File: src/rtl/memory_access_stage.sv
// Pipeline MEM stage: issues data-memory loads/stores over req/gnt/rvalid, stalls EX via
// busywait_o while an access is outstanding, and drives the MEM/WB register.
module memory_access_stage #(
   parameter int TIMEOUT_CYCLES = 255
) (
   input  logic        clk_i,
   input  logic        rst_ni,
   input  logic [4:0]  rd_ex_mem_i,
   input  logic [31:0] pc_ex_mem_i,
   input  logic [1:0]  wb_sel_ex_mem_i,
   input  logic [31:0] alu_out_ex_mem_i,
   input  logic [31:0] rs2_ex_mem_i,
   input  logic [2:0]  funct3_ex_mem_i,
   input  logic        is_load_instr_ex_mem_i,
   input  logic        is_store_instr_ex_mem_i,
   output logic        dmem_req_o,
   output logic        dmem_we_o,
   output logic [31:0] dmem_addr_o,
   output logic [3:0]  dmem_be_o,
   output logic [31:0] dmem_wdata_o,
   input  logic        dmem_gnt_i,
   input  logic        dmem_rvalid_i,
   input  logic [31:0] dmem_rdata_i,
   output logic        busywait_o,
   output logic [4:0]  rd_mem_wb_o,
   output logic [31:0] pc_mem_wb_o,
   output logic [1:0]  wb_sel_mem_wb_o,
   output logic [31:0] alu_out_mem_wb_o,
   output logic [31:0] rd_data_mem_wb_o,
   output logic        is_load_instr_mem_wb_o,
   output logic        misaligned_o,
   output logic        bus_error_o,
   output logic [1:0]  state_dbg_o
);

   typedef enum logic [1:0] {IDLE = 2'd0, WAIT_RSP = 2'd1, DONE = 2'd2} state_e;

   localparam logic [31:0] TIMEOUT_LIM = 32'(TIMEOUT_CYCLES);
   localparam logic        TIMEOUT_EN  = (TIMEOUT_CYCLES != 0);

   state_e      state_q, state_d;
   logic [31:0] done_pc_q, done_pc_d, cnt_q, cnt_d;
   logic [4:0]  rd_q, rd_d;
   logic [31:0] pc_q, pc_d, alu_q, alu_d, rd_data_q, rd_data_d;
   logic [1:0]  wb_sel_q, wb_sel_d;
   logic        is_load_q, is_load_d, misaligned_q, misaligned_d, bus_error_q, bus_error_d;

   logic        mem_raw, same_pc, eff_idle, in_wait, misaligned, issue, timeout, rsp, abort_acc;
   logic        busy, wb_valid;
   logic [31:0] shifted, load_data, wdata;
   logic [3:0]  be_st;

   always_comb begin
      mem_raw    = is_load_instr_ex_mem_i | is_store_instr_ex_mem_i;
      same_pc    = (state_q == DONE) && (pc_ex_mem_i == done_pc_q);
      eff_idle   = (state_q == IDLE) || ((state_q == DONE) && !same_pc);
      in_wait    = (state_q == WAIT_RSP);
      misaligned = ((funct3_ex_mem_i[1:0] == 2'b01) && alu_out_ex_mem_i[0]) ||
                   ((funct3_ex_mem_i[1:0] == 2'b10) && (alu_out_ex_mem_i[1:0] != 2'b00));
      issue      = eff_idle && mem_raw && !misaligned;
      timeout    = TIMEOUT_EN && (cnt_q >= TIMEOUT_LIM);
      rsp        = in_wait && dmem_rvalid_i;
      abort_acc  = in_wait && !dmem_rvalid_i && timeout;
      busy       = issue || (in_wait && !dmem_rvalid_i && !timeout);
      wb_valid   = !busy && ((eff_idle && !mem_raw) || rsp);
   end

   // Load alignment/extension and store lane replication.
   always_comb begin
      shifted = dmem_rdata_i >> {alu_out_ex_mem_i[1:0], 3'b000};
      case (funct3_ex_mem_i)
         3'b000:  load_data = {{24{shifted[7]}}, shifted[7:0]};
         3'b001:  load_data = {{16{shifted[15]}}, shifted[15:0]};
         3'b100:  load_data = {24'd0, shifted[7:0]};
         3'b101:  load_data = {16'd0, shifted[15:0]};
         default: load_data = shifted;
      endcase
      case (funct3_ex_mem_i[1:0])
         2'b00: begin
            wdata = {4{rs2_ex_mem_i[7:0]}};
            be_st = 4'b0001 << alu_out_ex_mem_i[1:0];
         end
         2'b01: begin
            wdata = {2{rs2_ex_mem_i[15:0]}};
            be_st = 4'b0011 << {alu_out_ex_mem_i[1], 1'b0};
         end
         default: begin
            wdata = rs2_ex_mem_i;
            be_st = 4'b1111;
         end
      endcase
   end

   // req/gnt: req is held with stable fields until gnt; a transfer happens when both are high.
   // rvalid then completes the single outstanding access; it is only honoured in WAIT_RSP.
   always_comb begin
      dmem_req_o   = issue;
      dmem_we_o    = issue && is_store_instr_ex_mem_i;
      dmem_addr_o  = issue ? {alu_out_ex_mem_i[31:2], 2'b00} : 32'd0;
      dmem_be_o    = !issue ? 4'b0000 : (is_store_instr_ex_mem_i ? be_st : 4'b1111);
      dmem_wdata_o = (issue && is_store_instr_ex_mem_i) ? wdata : 32'd0;
      busywait_o   = busy;
   end

   always_comb begin
      state_d = state_q;
      if (issue && dmem_gnt_i)   state_d = WAIT_RSP;
      else if (rsp || abort_acc) state_d = DONE;
      else if (eff_idle)         state_d = IDLE;
      done_pc_d    = (rsp || abort_acc) ? pc_ex_mem_i : done_pc_q;
      cnt_d        = busy ? cnt_q + 32'd1 : 32'd0;
      rd_d         = wb_valid ? rd_ex_mem_i : 5'd0;
      pc_d         = wb_valid ? pc_ex_mem_i : 32'd0;
      wb_sel_d     = wb_valid ? wb_sel_ex_mem_i : 2'd0;
      alu_d        = wb_valid ? alu_out_ex_mem_i : 32'd0;
      is_load_d    = wb_valid && is_load_instr_ex_mem_i;
      rd_data_d    = (wb_valid && rsp && is_load_instr_ex_mem_i) ? load_data : 32'd0;
      misaligned_d = eff_idle && mem_raw && misaligned;
      bus_error_d  = abort_acc;
   end

   always_ff @(posedge clk_i or negedge rst_ni) begin
      if (!rst_ni) begin
         state_q      <= IDLE;
         done_pc_q    <= 32'd0;
         cnt_q        <= 32'd0;
         rd_q         <= 5'd0;
         pc_q         <= 32'd0;
         wb_sel_q     <= 2'd0;
         alu_q        <= 32'd0;
         rd_data_q    <= 32'd0;
         is_load_q    <= 1'b0;
         misaligned_q <= 1'b0;
         bus_error_q  <= 1'b0;
      end else begin
         state_q      <= state_d;
         done_pc_q    <= done_pc_d;
         cnt_q        <= cnt_d;
         rd_q         <= rd_d;
         pc_q         <= pc_d;
         wb_sel_q     <= wb_sel_d;
         alu_q        <= alu_d;
         rd_data_q    <= rd_data_d;
         is_load_q    <= is_load_d;
         misaligned_q <= misaligned_d;
         bus_error_q  <= bus_error_d;
      end
   end

   assign rd_mem_wb_o            = rd_q;
   assign pc_mem_wb_o            = pc_q;
   assign wb_sel_mem_wb_o        = wb_sel_q;
   assign alu_out_mem_wb_o       = alu_q;
   assign rd_data_mem_wb_o       = rd_data_q;
   assign is_load_instr_mem_wb_o = is_load_q;
   assign misaligned_o           = misaligned_q;
   assign bus_error_o            = bus_error_q;
   assign state_dbg_o            = state_q;

endmodule

File: config.mk
export PLATFORM = sky130hd
export DESIGN_NAME = memory_access_stage
export DESIGN_NICKNAME = d
export VERILOG_FILES = /design/src/rtl/memory_access_stage.sv
export SDC_FILE = /design/constraint.sdc
export NUM_CORES = 1
export LEC_CHECK = 0
export CAP_MARGIN = 20
export CORE_MARGIN = 5
export CORE_UTILIZATION = 40
export DETAILED_ROUTE_END_ITERATION = 12
export PLACE_DENSITY = 0.77
export SKIP_CTS_REPAIR_TIMING = 1
export SYNTH_ARGS = -nofsm -noshare
export SYNTH_HDL_FRONTEND = slang
export SYNTH_SLANG_ARGS = --single-unit
File: constraint.sdc
create_clock -name clk_i -period 2.3 [get_ports clk_i]
set_input_delay 0.46 -clock clk_i [delete_from_list [all_inputs] [get_ports clk_i]]
set_output_delay 0.46 -clock clk_i [all_outputs]
set_load 0.005 [all_outputs]
### After elaboration in Yosys (flattened, before gate mapping)

Index checks and enable logic that the tools add are counted.

* register bits: 172
* output and inout bits: 179
* logic and storage cells: 75
* input port bits: 144

* shift operators: 3
* order comparisons: 1
* add/sub/neg operators: 1
* multiplexer cells: 16
* bitwise logic cells: 1
* equality and inequality tests: 8
* reduce and logical (&&, ||, !) cells: 34

Operators by type and width (number)
* $mux W32: 6
* $pmux W32 S4: 1
* $pmux W32 S2: 1
* $add A32 B1 Y32 const B: 1
* $eq A32 B32 Y1: 1
* $ge A32 B8 Y1 const B: 1
* $shr A32 B5 Y32: 1
* $logic_and A1 B1 Y1: 18
* $mux W2: 4
* $mux W4: 2
* $pmux W4 S2: 1
* $eq A3 B3 Y1 const B: 2
* $logic_not A1 Y1: 6
* $logic_or A1 B1 Y1: 5
* $mux W5: 1
* $eq A2 B1 Y1 const B: 2
* $eq A2 B2 Y1 const B: 2
* $logic_not A2 Y1: 2
* $shl A1 B2 Y4 const A: 1
* $shl A2 B2 Y4 const A: 1
* $eq A3 B1 Y1 const B: 1
* $logic_not A3 Y1: 1
* $reduce_bool A3 Y1: 1
* $reduce_bool A2 Y1: 1
* $or A1 B1 Y1: 1

### Depth between registers and ports, before layout

* depth in word-level cells: 13
* depth in mapped cells: 8
* depth with buffers taken out: 6

### Worst setup path after synthesis

No wires, ideal clock.

* path kind: input port to output port
* start point: input pc_ex_mem_i[23]
* end point: output dmem_addr_o[10]
* arrival: 1.903 ns
* required time: 1.840 ns
* buffers on the path: 2
* stages on the path: 7
* setup slack: -0.063 ns
* cell sequence: xor2_1 > nor4_1 > nand4_2 > o31a_1 > buf_6 > buf_6 > and3_1

* word-level cells in the longest chain between the ends: 8

RTL lines
* start: declaration: line 9 `input logic [31:0] pc_ex_mem_i,`
* $eq A32 B32 Y1: line 55 `same_pc = (state_q == DONE) && (pc_ex_mem_i == done_pc_q);`
* $logic_and A1 B1 Y1: line 55
* $logic_not A1 Y1: line 56 `eff_idle = (state_q == IDLE) || ((state_q == DONE) && !same_pc);`
* $logic_and A1 B1 Y1: line 56
* $logic_or A1 B1 Y1: line 56
* $logic_and A1 B1 Y1 (2 in a row): line 60 `issue = eff_idle && mem_raw && !misaligned;`
* $mux W32: line 99 `dmem_addr_o = issue ? {alu_out_ex_mem_i[31:2], 2'b00} : 32'd0;`
* end: declaration: line 18 `output logic [31:0] dmem_addr_o,`

No other way between the ends.

### Worst setup path in the final report

* start point: input pc_ex_mem_i[16]
* end point: output dmem_wdata_o[13]

* word-level cells in the longest chain between the ends: 9

RTL lines
* $eq A32 B32 Y1: line 55
* $logic_and A1 B1 Y1: line 55
* $logic_not A1 Y1: line 56
* $logic_and A1 B1 Y1: line 56
* $logic_or A1 B1 Y1: line 56
* $logic_and A1 B1 Y1 (2 in a row): line 60
* $logic_and A1 B1 Y1: line 101 `dmem_wdata_o = (issue && is_store_instr_ex_mem_i) ? wdata : 32'd0;`
* $mux W32: line 101
* end: declaration: line 20 `output logic [31:0] dmem_wdata_o,`

No other way between the ends.

==> metrics.md <==
| Metric | Value |
|---|---|
| HPWL Detailed | `19990 um` |
| Sw Ratio | `0.3251` |
| Slew @ Worst Pin | `0.8285 ns` |
| Worst reg2reg path startpoint | `done_pc_q[3]` |
| Die height | `155.6 um` |
| Max-slew violations | `0` |
| CP Max Fanout | `8` |
| Top cells by area, synth | `dfrtp_1, a21boi_0, mux2_4` |
| Post-synthesis instance area | `8478 um^2` |
| Post-route ant nets | `0` |
| Vias in the first global route | `7845` |
| Clk pin slew, worst setup/hold paths | `0.07 ns` |
| DP Worst Slack | `-1.091 ns` |
| Req. time, crit path | `1.84 ns` |
| Die width | `155.6 um` |
| Initial antenna violation count | `1` |
| Netlist cell types | `51` |
| Synthesis-stage register bit count | `172` |
| Largest net degree at the start of global routing | `61` |
| PwrDens | `867.3 nW/um^2` |
| Post-Synth Adder-Cell Area | `0.001476` |
| FFs w/ async S/R, synth | `1.000` |
| Worst-path cell chain | `clkdlybuf4s50_1 > xor2_1 > nor4_2 > nand4_4 > buf_6 > buf_6 > o31ai_4 > clkbuf_16 > buf_8 > nor3_1 > clkbuf_2` |
| GRT Total Usage | `0.2159` |
| WL final | `30260 um` |
| CTS tree | `yes` |
| Antenna Cells | `0` |
| Critical Path Source Type | `input pin` |
| Placed insts | `1417` |
| Complex-gate fraction of the synthesized area | `0.1396` |
| Lkg Pwr | `6.415 nW` |
| Min-delay worst type | `in -> async` |
| Status | `complete, but fails checks` |
| Share of cells above drive strength 1 | `0.2962` |
| Worst path depth | `11` |
| Yosys top cell by area | `dfrtp_1` |
| PnR worst setup slack | `-0.8357 ns` |
| CP Class | `in -> out` |
| Max Fclk | `0.3189 GHz` |
| CTS H-tree lvls | `4` |
| Ports | `323` |
| DRT iter0 DRCs | `388` |
| Initial cell density of the core | `0.4046` |
| Layout area overhead | `65.35%` |
| Vias | `7779` |
| Synth Area in XOR/XNOR | `0.06405` |
| Clock root buffer | `clkbuf_16` |
| Initial DRT Pass Iterations | `5` |
| # clock sinks | `172` |
| Max-slew headroom | `0.4456` |
| Residual DRC | `0` |
| Maxcap violations | `0` |
| Number of CTS-inserted buffers | `17` |
| Fin crit share | `1.363` |
| Setup crit end | `dmem_wdata_o[13]` |
| Synth top area share | `0.5077` |
| Tmin final | `3.136 ns` |
| Sw Pwr | `3.953 mW` |
| Comb power frac | `0.448` |
| Simple-Gate Fraction of Synth Area | `0.1321` |
| Crit end category | `output port` |
| Synth cell count leaders | `dfrtp_1, a21boi_0, a21oi_1` |
| Clock power share | `0.220` |
| Global-route wire length before repair | `41710 um` |
| FP Rows | `53` |
| Total negative slack | `-69.77 ns` |
| Non-filler cells, final | `1487` |
| Register area share after synthesis | `0.5077` |
| Syn Area/Cell | `10.97 um^2` |
| Total power | `12.16 mW` |
| Largest family of logic cells by synthesized area | `compound AO/OA/AOI/OAI gates` |
| Failing checks | `negative setup slack` |
| R2R cell count | `11` |
| Most frequent CP cell | `buf_6` |
| Max stage delay on crit path | `0.46 ns` |
| Buf/Inv on CP | `6` |
| Sequential share of power | `0.332` |
| Proportion of synthesized area in mux cells | `0.1058` |
| Setup violations, final | `144` |
| Fin nets | `1344` |
| Core Area | `20960 um^2` |
| Worst VDD drop | `0.5386 mV` |
| Crit path arrival time | `2.68 ns` |
| Vias per inst | `5.231` |
| Worst path slowest cell | `clkdlybuf4s50_1` |
| Clk buf depth | `2` |
| Area of the die | `24210 um^2` |
| Layout Skew | `0.009303 ns` |
| Drt wl/cell | `20.35 um` |
| Number of synthesized flops with an enable pin | `0` |
| Synth Instances | `773` |
| Top FF cell, synth | `dfrtp_1` |
| YS warnings | `0` |
| Cell family with most CP delay | `buffers and inverters` |
| R2R Setup Slk | `-0.24 ns` |
| Worst-Skew Late Latency | `0.42 ns` |
| Internal | `8.205 mW` |
| # port buffers | `320` |
| GRT overflow | `0` |
| Final hold violations | `0` |
| Critical path launch point | `pc_ex_mem_i[16]` |
| Unrepaired setup endpoints after global routing | `true` |
| Routability Congestion | `0.8530` |
| RR Endpoint | `pc_mem_wb_o[10]` |
| Count leader, synth | `dfrtp_1` |
-- layout make-up --
type	instances	area (um^2)
clock buffer	18	429.2
clock inverter	14	111.4
fill	1620	6937
inverter	18	67.56
multi-input combinational	519	4119
sequential	172	4304
tap	275	344.1
timing repair buffer	471	4643
-- per-stage QoR --
| stage | instance area, um^2 | hold WS [ns] | utilization |
|---|---|---|---|
| floorplan | 8582 | 0.1644 | - |
| global placement | 12800 | 0.4824 | 0.6107 |
| detailed placement | 12800 | 0.4780 | 0.6107 |
| CTS | 13340 | 0.02210 | 0.6365 |
| global route | 14020 | 0.04039 | 0.6690 |
| finish | 14020 | 0.009792 | 0.6690 |
-- worst reg2reg max path, cell delays in order (launching register included) --
cell,delay (ns)
dfrtp_1,0.39
xor2_1,0.17
nor4_2,0.42
nand4_4,0.18
buf_6,0.16
buf_6,0.11
buf_4,0.14
o311ai_4,0.26
buf_6,0.21
buf_4,0.14
clkbuf_16,0.13
a21boi_0,0.08
-- kinds of logic (layout without fill, tap and decap cells) --
| kind of cell | Yosys count | after routing |
|---|---|---|
| AND/OR/NAND/NOR | 207 | 207 |
| AO/OA/AOI/OAI | 172 | 172 |
| flip-flops | 172 | 172 |
| buffers and inverters | 83 | 521 |
| multiplexers | 75 | 75 |
| XOR/XNOR | 62 | 62 |
| adder cells (fa/ha/maj) | 1 | 1 |
| other | 1 | 2 |
-- placed cells by master, fill, tap and decap left out, types with 23 or more instances in the layout --
| master | instances |
|---|---|
| buf_6 | 23 |
| buf_4 | 99 |
| xnor2_1 | 27 |
| dfrtp_1 | 172 |
| nor3_1 | 45 |
| and3_4 | 34 |
| nand2_1 | 35 |
| a21oi_1 | 46 |
| clkbuf_2 | 58 |
| clkbuf_16 | 31 |
| clkdlybuf4s50_1 | 242 |
| a21boi_1 | 47 |
| mux2_4 | 28 |
| mux2i_1 | 42 |
| xor2_1 | 35 |
-- worst min-delay path by stage --
| stage | start | end | slack, ns | cells past startpoint |
|---|---|---|---|---|
| final | rst_ni | alu_out_mem_wb_o[13] | 0.01 | 1 |
| after detailed placement | rst_ni | alu_out_mem_wb_o[13] | 0.48 | 1 |
| after global routing | rst_ni | alu_out_mem_wb_o[13] | 0.04 | 1 |
| after global placement | rst_ni | alu_out_mem_wb_o[13] | 0.48 | 1 |
| after floorplan | rst_ni | alu_out_mem_wb_o[0] | 0.16 | 0 |
| after CTS | rst_ni | alu_out_mem_wb_o[13] | 0.02 | 1 |
-- per-layer routing --
layer / GRT usage / vias up / wire length [um]
li1: - / 3595 / -
met1: 0.2559 / 3843 / 11730
met2: 0.3769 / 275 / 15730
met3: 0.05270 / 64 / 1775
met4: 0.08795 / 2 / 1012
met5: 0 / - / 13
-- flip-flops by register name, summed over array words and instances (netlist names) --
name                    count
rd_data_mem_wb_o           32
alu_out_mem_wb_o           32
done_pc_q                  32
pc_mem_wb_o                32
misaligned_o                1
bus_error_o                 1
wb_sel_mem_wb_o             2
is_load_instr_mem_wb_o      1
cnt_q                      32
rd_mem_wb_o                 5
state_dbg_o                 2
-- power by group through the flow --
stage	Clock, mW	Combinational (mW)	Sequential, mW
2_1_floorplan	0	2.06	4.07
3_3_place_gp	0	4.20	4.03
3_5_place_dp	0	4.27	4.06
4_1_cts	2.72	4.30	4.02
5_1_grt	2.86	5.73	4.10
6_report	2.67	5.45	4.04
(Power assumes the default switching activity.)
